## src/rtl/pha_pkg.sv

```systemverilog
// rtl/pha_pkg.sv - shared types and constants for the pulse-height extractor
package pha_pkg;

    typedef enum logic [1:0] {
        IDLE  = 2'd0,
        TRACK = 2'd1,
        EMIT  = 2'd2,
        HOLD  = 2'd3
    } state_t;

    localparam int SUM_W   = 13;
    localparam int WIN_LEN = 40;
    localparam int CNT_W   = 16;

    function automatic logic [CNT_W-1:0] sat_inc(input logic [CNT_W-1:0] v);
        return (v == '1) ? v : v + 1'b1;
    endfunction

endpackage

```

## src/rtl/pha_window.sv

```systemverilog
// rtl/pha_window.sv - 40-tap sample window with fill counter and SN/SB sums
module pha_window
    import pha_pkg::*;
#(
    parameter int DW       = 10,
    parameter int BASE_DLY = 32
) (
    input  logic             clk,
    input  logic             rstn,
    input  logic             smp_vld,
    input  logic [DW-1:0]    smp,
    output logic             fill_done,
    output logic [DW-1:0]    w0,
    output logic [SUM_W-1:0] sn,
    output logic [SUM_W-1:0] sb
);

    localparam int FILL_W = $clog2(WIN_LEN + 1);

    logic [DW-1:0]     taps [WIN_LEN];
    logic [FILL_W-1:0] fill;

    always_ff @(posedge clk or negedge rstn) begin
        if (!rstn) begin
            for (int i = 0; i < WIN_LEN; i++) taps[i] <= '0;
            fill <= '0;
        end else if (smp_vld) begin
            taps[0] <= smp;
            for (int i = 1; i < WIN_LEN; i++) taps[i] <= taps[i-1];
            if (fill != FILL_W'(WIN_LEN)) fill <= fill + 1'b1;
        end
    end

    // Sums are taken from the pre-shift taps so FSM decisions see the settled window.
    always_comb begin
        sn = '0;
        sb = '0;
        for (int i = 0; i < 8; i++) begin
            sn = sn + SUM_W'(taps[i]);
            sb = sb + SUM_W'(taps[BASE_DLY+i]);
        end
    end

    assign w0        = taps[0];
    assign fill_done = (fill == FILL_W'(WIN_LEN));

endmodule

```

## src/rtl/pha_extract.sv

```systemverilog
// rtl/pha_extract.sv - trigger/peak FSM, output slot and counters; optional PHA_PILEUP_REJECT_EN
module pha_extract
    import pha_pkg::*;
#(
    parameter int DW        = 10,
    parameter int BASE_DLY  = 32,
    parameter int HOLDOFF   = 20,
    parameter int MAX_WIDTH = 255,
    parameter int OUT_SHIFT = 2
) (
    input  logic             clk,
    input  logic             rstn,
    input  logic             smp_vld,
    input  logic [DW-1:0]    smp,
    input  logic             arm,
    input  logic [DW-1:0]    lld,
    output logic             ph_vld,
    output logic [DW-1:0]    ph,
    input  logic             ph_rdy,
    output logic             busy,
    output logic [CNT_W-1:0] pulse_cnt,
    output logic [CNT_W-1:0] drop_cnt,
    output logic [CNT_W-1:0] rej_cnt
);

    localparam int WID_W  = $clog2(MAX_WIDTH + 1);
    localparam int PH_MAX = (1 << DW) - 1;

    state_t            state, nxt;
    logic              fill_done;
    logic [DW-1:0]     w0;
    logic [SUM_W-1:0]  sn, sb;
    logic [SUM_W-1:0]  base, peak;
    logic [WID_W-1:0]  wid;
    logic [15:0]       hold_cnt;
    logic [SUM_W-1:0]  diff, scaled;
    logic [DW-1:0]     height;
    logic              above, slot_free, emit_ok, emit_drop, reject;

    pha_window #(.DW(DW), .BASE_DLY(BASE_DLY)) u_window (
        .clk       (clk),
        .rstn      (rstn),
        .smp_vld   (smp_vld),
        .smp       (smp),
        .fill_done (fill_done),
        .w0        (w0),
        .sn        (sn),
        .sb        (sb)
    );

    assign above = (sn > base);

    always_ff @(posedge clk or negedge rstn) begin
        if (!rstn) state <= IDLE;
        else       state <= nxt;
    end

    always_comb begin
        nxt = state;
        if (!arm) begin
            nxt = IDLE;
        end else begin
            case (state)
                IDLE:  if (smp_vld && fill_done && (w0 > lld)) nxt = TRACK;
                TRACK: if (smp_vld) begin
                    if (!above) nxt = (peak > base) ? EMIT : HOLD;
`ifdef PHA_PILEUP_REJECT_EN
                    else if (wid == WID_W'(MAX_WIDTH)) nxt = HOLD;
`endif
                end
                EMIT:  nxt = HOLD;
                HOLD:  if (smp_vld && hold_cnt <= 16'd1) nxt = IDLE;
                default: nxt = IDLE;
            endcase
        end
    end

    always_comb begin
        busy      = (state != IDLE);
        slot_free = !ph_vld || ph_rdy;
        emit_ok   = arm && (state == EMIT) && slot_free;
        emit_drop = arm && (state == EMIT) && !slot_free;
`ifdef PHA_PILEUP_REJECT_EN
        reject    = arm && (state == TRACK) && smp_vld && above && (wid == WID_W'(MAX_WIDTH));
`else
        reject    = 1'b0;
`endif
        diff      = peak - base;
        scaled    = diff >> OUT_SHIFT;
        height    = (scaled > SUM_W'(PH_MAX)) ? '1 : scaled[DW-1:0];
    end

    always_ff @(posedge clk or negedge rstn) begin
        if (!rstn) begin
            base     <= '0;
            peak     <= '0;
            wid      <= '0;
            hold_cnt <= '0;
        end else begin
            if (state == IDLE && nxt == TRACK) begin
                base <= sb;
                peak <= '0;
                wid  <= '0;
            end else if (state == TRACK && smp_vld && above) begin
                if (sn > peak) peak <= sn;
                if (wid != '1) wid <= wid + 1'b1;
            end
            if (state != HOLD && nxt == HOLD)
                hold_cnt <= 16'(HOLDOFF);
            else if (state == HOLD && smp_vld && hold_cnt != '0)
                hold_cnt <= hold_cnt - 1'b1;
        end
    end

    // A pending result survives disarm; only a handshake or a new emit changes it.
    always_ff @(posedge clk or negedge rstn) begin
        if (!rstn) begin
            ph_vld    <= 1'b0;
            ph        <= '0;
            pulse_cnt <= '0;
            drop_cnt  <= '0;
        end else begin
            if (emit_ok) begin
                ph_vld    <= 1'b1;
                ph        <= height;
                pulse_cnt <= sat_inc(pulse_cnt);
            end else if (ph_vld && ph_rdy) begin
                ph_vld <= 1'b0;
            end
            if (emit_drop) drop_cnt <= sat_inc(drop_cnt);
        end
    end

`ifdef PHA_PILEUP_REJECT_EN
    always_ff @(posedge clk or negedge rstn) begin
        if (!rstn)       rej_cnt <= '0;
        else if (reject) rej_cnt <= sat_inc(rej_cnt);
    end
`else
    assign rej_cnt = '0;
`endif

endmodule

```

## config.mk

```make
export PLATFORM = sky130hd
export DESIGN_NAME = pha_extract
export DESIGN_NICKNAME = d
export VERILOG_FILES = /design/src/rtl/pha_pkg.sv /design/src/rtl/pha_window.sv /design/src/rtl/pha_extract.sv
export SDC_FILE = /design/constraint.sdc
export NUM_CORES = 1
export LEC_CHECK = 0
export CORE_MARGIN = 10
export CORE_UTILIZATION = 62
export CTS_CLUSTER_SIZE = 8
export DETAILED_ROUTE_END_ITERATION = 12
export PLACE_DENSITY = 0.78
export SYNTH_ARGS = -nofsm -noshare
export SYNTH_HDL_FRONTEND = slang
export SYNTH_SLANG_ARGS = --single-unit
```

## constraint.sdc

```tcl
create_clock -name clk -period 9.4 [get_ports clk]
set_input_delay 2.35 -clock clk [delete_from_list [all_inputs] [get_ports clk]]
set_output_delay 2.35 -clock clk [all_outputs]
set_load 0.02 [all_outputs]
```

-- Word level (Yosys, flattened, before mapping)
Index checks and enable logic that the tools add are counted.
- add/sub/neg operators: 19
- equal/unequal tests: 10
- bitwise operators: 2
- magnitude comparators: 6
- mux-type cells: 15
- reduce and logical (&&, ||, !) cells: 27
- operators by type and width (operator ; number):
    $add A13 B10 Y13 ; 12
    $gt A13 B13 Y1 ; 3
    $mux W13 ; 3
    $add A16 B1 Y16 const B ; 2
    $eq A16 B16 Y1 const B ; 2
    $mux W16 ; 2
    $add A10 B10 Y11 ; 2
    $le A16 B1 Y1 const B ; 1
    $reduce_bool A16 Y1 ; 1
    $sub A16 B1 Y16 const B ; 1
    $logic_and A1 B1 Y1 ; 13
    $sub A13 B13 Y13 ; 1
    $gt A11 B10 Y1 const B ; 1
    $gt A10 B10 Y1 ; 1
    $mux W10 ; 1
    $mux W2 ; 5
    $reduce_bool A2 Y1 ; 5
    $pmux W2 S4 ; 1
    $reduce_and A2 Y1 ; 4
    $add A6 B1 Y6 const B ; 1
    $eq A2 B2 Y1 const B ; 3
    $eq A6 B6 Y1 const B ; 1
    $ne A6 B6 Y1 const B ; 1
    $eq A2 B1 Y1 const B ; 2
    6 further kinds ; 10
- input bits: 25
- flip-flop bits (word level): 493

-- Depth between registers and ports, before layout
- depth after elaboration: 16
- mapped depth: 28

-- Modules after synthesis
From an unflattened synthesis, not the netlist that was laid out.
- cells, all modules: 1966
- area, all modules: 24840.1 um^2
- by module, submodules not included (module ; cells an instance ; area an instance (um^2) ; sequential area each (um^2) ; times used):
    pha_window ; 1382 ; 19262.2 ; 10159.7 ; 1
    pha_extract ; 584 ; 5577.8 ; 2177.1 ; 1

-- Worst setup path after synthesis
OpenSTA, ideal clock, no wires.
- kind: flip-flop to flip-flop
- from: register u_window.taps[380] in the netlist's numbering
- to: register hold_cnt[10]
- arrival time: 7.265 ns
- setup slack: 1.993 ns
- clock period less this slack: 7.407 ns
- setup time: 0.141 ns
- path buffers: 1
- data required time: 9.259 ns
- stages on the path, launching flop included: 29
- cell sequence: dfrtp_1 ha_1 fa_1 a21o_1 a21oi_1 nor2b_1 o21a_1 o41ai_1 xnor2_1 fa_1 inv_1 fa_1 fa_1 fa_1 inv_1 ha_1 a21o_1 a2111oi_0 a211oi_1 or4_1 nand3_1 ha_1 a21oi_1 o21ai_0 a2111oi_0 a22o_1 a21bo_1 clkbuf_1 a31oi_1
- word-level cells in the longest chain between the ends: 15
- ends and longest elaborated chain (element ; RTL line ; RTL):
    from (decl) ; pha_window.sv:20 ; logic [DW-1:0] taps [WIN_LEN];
    $add A10 B10 Y11 (*) ; pha_window.sv:39 ; sn = sn + SUM_W'(taps[i]);
    $add A13 B10 Y13 (*) (6 in a row) ; pha_window.sv:39 ;
    $gt A13 B13 Y1 (*) ; pha_extract.sv:51 ; assign above = (sn > base);
    $mux W2 (*) ; pha_extract.sv:66 ; if (!above) nxt = (peak > base) ? EMIT : HOLD;
    $mux W2 (*) ; pha_extract.sv:65 ; TRACK: if (smp_vld) begin
    $pmux W2 S4 (*) ; pha_extract.sv:63 ; case (state)
    $mux W2 (*) ; pha_extract.sv:60 ; if (!arm) begin
    $eq A2 B2 Y1 (*) ; pha_extract.sv:108 ; if (state != HOLD && nxt == HOLD)
    $logic_and A1 B1 Y1 (*) ; pha_extract.sv:108 ;
    $mux W16 / $reduce_bool A2 Y1 (equally long branches) ; n/a ;
    to (signal assigned) ; pha_extract.sv:109 ; hold_cnt <= 16'(HOLDOFF);
    to (signal assigned) ; pha_extract.sv:111 ; hold_cnt <= hold_cnt - 1'b1;
    to (decl) ; pha_extract.sv:35 ; logic [15:0] hold_cnt;
Every way passes the cells marked *; elsewhere a longest branch is shown, timed or not.
A chain may end at the register's enable or synchronous reset.

-- Final worst setup path
- from: register u_window.taps[380] in the netlist's numbering
- to: register hold_cnt[4]
The elaborated chain is that of the path after synthesis.

==> flow_summary.toml <==
[floorplanning]
die_w_um = 219
die_y_um = 219
die-area_sq_mm = 0.0481
pin_count = 85
core.rowCount = 72
design.core.area_sq_mm = 0.0390
initial_core_util_pct = 63.2

[clock_network]
clk_path_buf_depth = 3
holdBufCountCts = 0
cts_tree = "done"
insertion_delay_ns = 0.58
path_clk_slew_ns = 0.05
cts.root.buffer_cell = "clkbuf_16"
cts.sinks = 493
h-tree-depth = 3
cts-buffers-inserted = 71
cts_setup_buffers = 0
post_cts_resized = 0

[detailed_routing]
dr_total_vias = 14518
drc_errors = 0
drt_first_pass_iters = 5
routedWlPerCell_um = 17.2
ant_nets = 0
drt_iter0_drc = 833
drt-total-wl_um = 44300
via_per_inst = 5.63

[worst_setup_path]
end_kind = "register"
cp.required_ns = 9.85
cp.arrival_ns = 8.71
r2r_cells = 27
worstSetupPathType = "reg2reg"
r2r_slack_ns = 1.14
reg2reg_from = "u_window.taps[380]$_DFFE_PN0P_"
cp-start-kind = "register"
path_delay_family = "adder cells"
crit_buf_inv = 2
r2r-end = "hold_cnt[4]$_DFFE_PN0P_"
crit_path_frequent_cell = "fa_1"
slowest_delay_ns = 0.51
cpMaxStageDelayCell = "fa_1"
crit_path_max_fanout = 17

[logic_synthesis]
synth_edf_count = 0
synthCells = 1959
ys_seq_elements = 493
yosys_warnings = 0
synth-xor-area-share_pct = 3.02
yosysUniqueCellTypes = 64
synth_seq_area_share_pct = 50.1
muxShareOfSynthArea_pct = 17.5
synth.cell_area_sq_mm = 0.0246
synth_top_family_by_area = "multiplexers"
synth_simple_gate_area_share_pct = 6.00
async_flop_share_pct = 100
synth_area_per_cell_sq_um = 12.6
netlist_top_cells_area = "dfrtp_1 (50%), mux2_2 (17%), fa_1 (8.0%)"
synth_compound_area_share_pct = 5.70
synth_flop_cell = "dfrtp_1"
synth_area_leader_cell = "dfrtp_1"
synth_top_cell_area_share_pct = 50.1
synthAdderAreaFrac_pct = 13.5

[timing]
rsz0062_at_grt = "false"
timing.hold.ws_ns = 0.476
hold_violations = 0
fin_crit_ns = 8.26
max_clock_freq_mhz = 121
skew_ns = 0.0262
fin_crit_sh_pct = 87.9
worst_pin_slew_ns = 1.08
relSlewSlack_pct = 27.9
setup_tns_ns = 0
drv_slew = 0
setup-violations-final = 0

[placement]
finalWeightedCongestion = 0.915
numPortBuffers = 68
hpwl_um = 30400

[min_path]
min_from = "base[11]$_DFFE_PN0P_"
worstHoldPathType = "reg2reg"
holdPathEnd = "base[11]$_DFFE_PN0P_"
min_path_cells = 2

[run_status]
status = "finished clean"

[global_route]
grt_pass1_vias = 15601
antenna_found_initial = 0
grt_remaining_overflow = 0
grt_max_degree = 132
grt_pass1_wl_um = 76000
grt.total_usage_pct = 19.1

[cells_and_area]
multiInputGateArea_sq_mm = 0.0113
area.sequential_sq_mm = 0.0123
area_delta_synth_final_pct = 12.4
fill_cells = 2620
drive_gt1_share_pct = 23.5
fin_nets = 2284

[job]
maxCapViolCount = 0
-- stage by stage --
stage	util [%]	instances	setup slack [ns]	instance area, sq um
floorplan	-	1974	1.99	24700
global placement	66.1	2497	1.35	25800
detailed placement	66.1	2497	1.19	25800
CTS	71.0	2576	1.14	27700
global route	71.0	2576	0.512	27700
finish	71.0	2577	1.14	27700
-- layout by cell type, fill, tap and decap left out, types with 3 or more instances in the layout --
cell	count
a22oi_1	3
xnor2_1	51
inv_1	184
a31oi_1	27
a31o_2	4
xor2_1	34
o21ai_0	69
o31ai_1	7
a2111oi_0	3
conb_1	16
clkbuf_16	72
nor4_1	8
nor3_1	21
nand2b_1	7
nor2_1	57
fa_1	98
and2_1	8
and2_0	5
and3_1	9
ha_1	109
dfrtp_1	493
or2_2	4
mux2_2	379
nor2b_1	7
a21oi_1	44
a21boi_0	3
o21a_1	12
nand3_1	24
nand3b_1	3
and4_1	3
nand4_1	22
mux2i_1	4
or3_1	8
a211oi_1	12
buf_4	13
o211ai_1	6
nand2_1	108
clkdlybuf4s50_1	66
or4_1	5
a21o_1	14
-- synthesized netlist by cell type, drive strengths merged, types with 27 or more instances --
cell type,count
xnor2,51
dfrtp,493
a31oi,27
xor2,34
clkbuf,55
o21ai,70
nand2,108
inv,184
fa,98
a21oi,44
mux2,379
nor2,57
ha,109
-- per-layer routing --
layer | routed length, um | global-route usage (%) | up-vias
met4 | 963 | 5.95 | 0
met2 | 21600 | 31.5 | 221
met5 | 0 | 0 | -
met1 | 19900 | 25.2 | 7349
met3 | 1870 | 3.73 | 86
li1 | - | - | 6862
-- worst max-delay path by stage --
stage                                        start                        to  slack, ns  depth (start not counted)
detailed placement  u_window.taps[380]$_DFFE_PN0P_   hold_cnt[2]$_DFFE_PN0P_       1.19                         27
global route        u_window.taps[380]$_DFFE_PN0P_   hold_cnt[2]$_DFFE_PN0P_       0.51                         27
global placement    u_window.taps[380]$_DFFE_PN0P_   hold_cnt[4]$_DFFE_PN0P_       1.35                         27
floorplan           u_window.taps[380]$_DFFE_PN0P_  hold_cnt[10]$_DFFE_PN0P_       1.99                         28
CTS                 u_window.taps[380]$_DFFE_PN0P_   hold_cnt[4]$_DFFE_PN0P_       1.14                         27
finish              u_window.taps[380]$_DFFE_PN0P_   hold_cnt[4]$_DFFE_PN0P_       1.14                         27
-- state kept, by name (all words and copies together), names as in the netlist --
| register | flops |
|---|---|
| ph | 10 |
| ph_vld | 1 |
| hold_cnt | 16 |
| state | 2 |
| u_window.w0 | 10 |
| pulse_cnt | 16 |
| u_window.taps | 390 |
| base | 13 |
| drop_cnt | 16 |
| peak | 13 |
| u_window.fill | 6 |
-- logic make-up after synthesis --
group,count (synthesis)
DFF,493
buffers and inverters,260
and+or+nand+nor,306
xor gates and xnor gates,85
muxes,383
adders and majority gates,207
AOI/OAI and AO/OA,224
other,1
-- tightest hold or removal path, cell delays in order, from the launching register on --
cell and delay [ns]:
dfrtp_1 0.34, nand2_1 0.04, o21ai_0 0.06
-- cell type report --
class | instances | share of cell area (%)
flip-flops and latches | 493 | 44.5
multi-input cells | 1221 | 40.9
clock buffers | 74 | 6.57
repair buffers | 81 | 2.85
inverters | 184 | 2.49
well taps | 518 | 2.34
clock inverters | 5 | 0.339
diodes | 1 | 0.00903
Power is not shown: default switching activity piles up to over one toggle a cycle in this logic, so the estimate is an artifact.
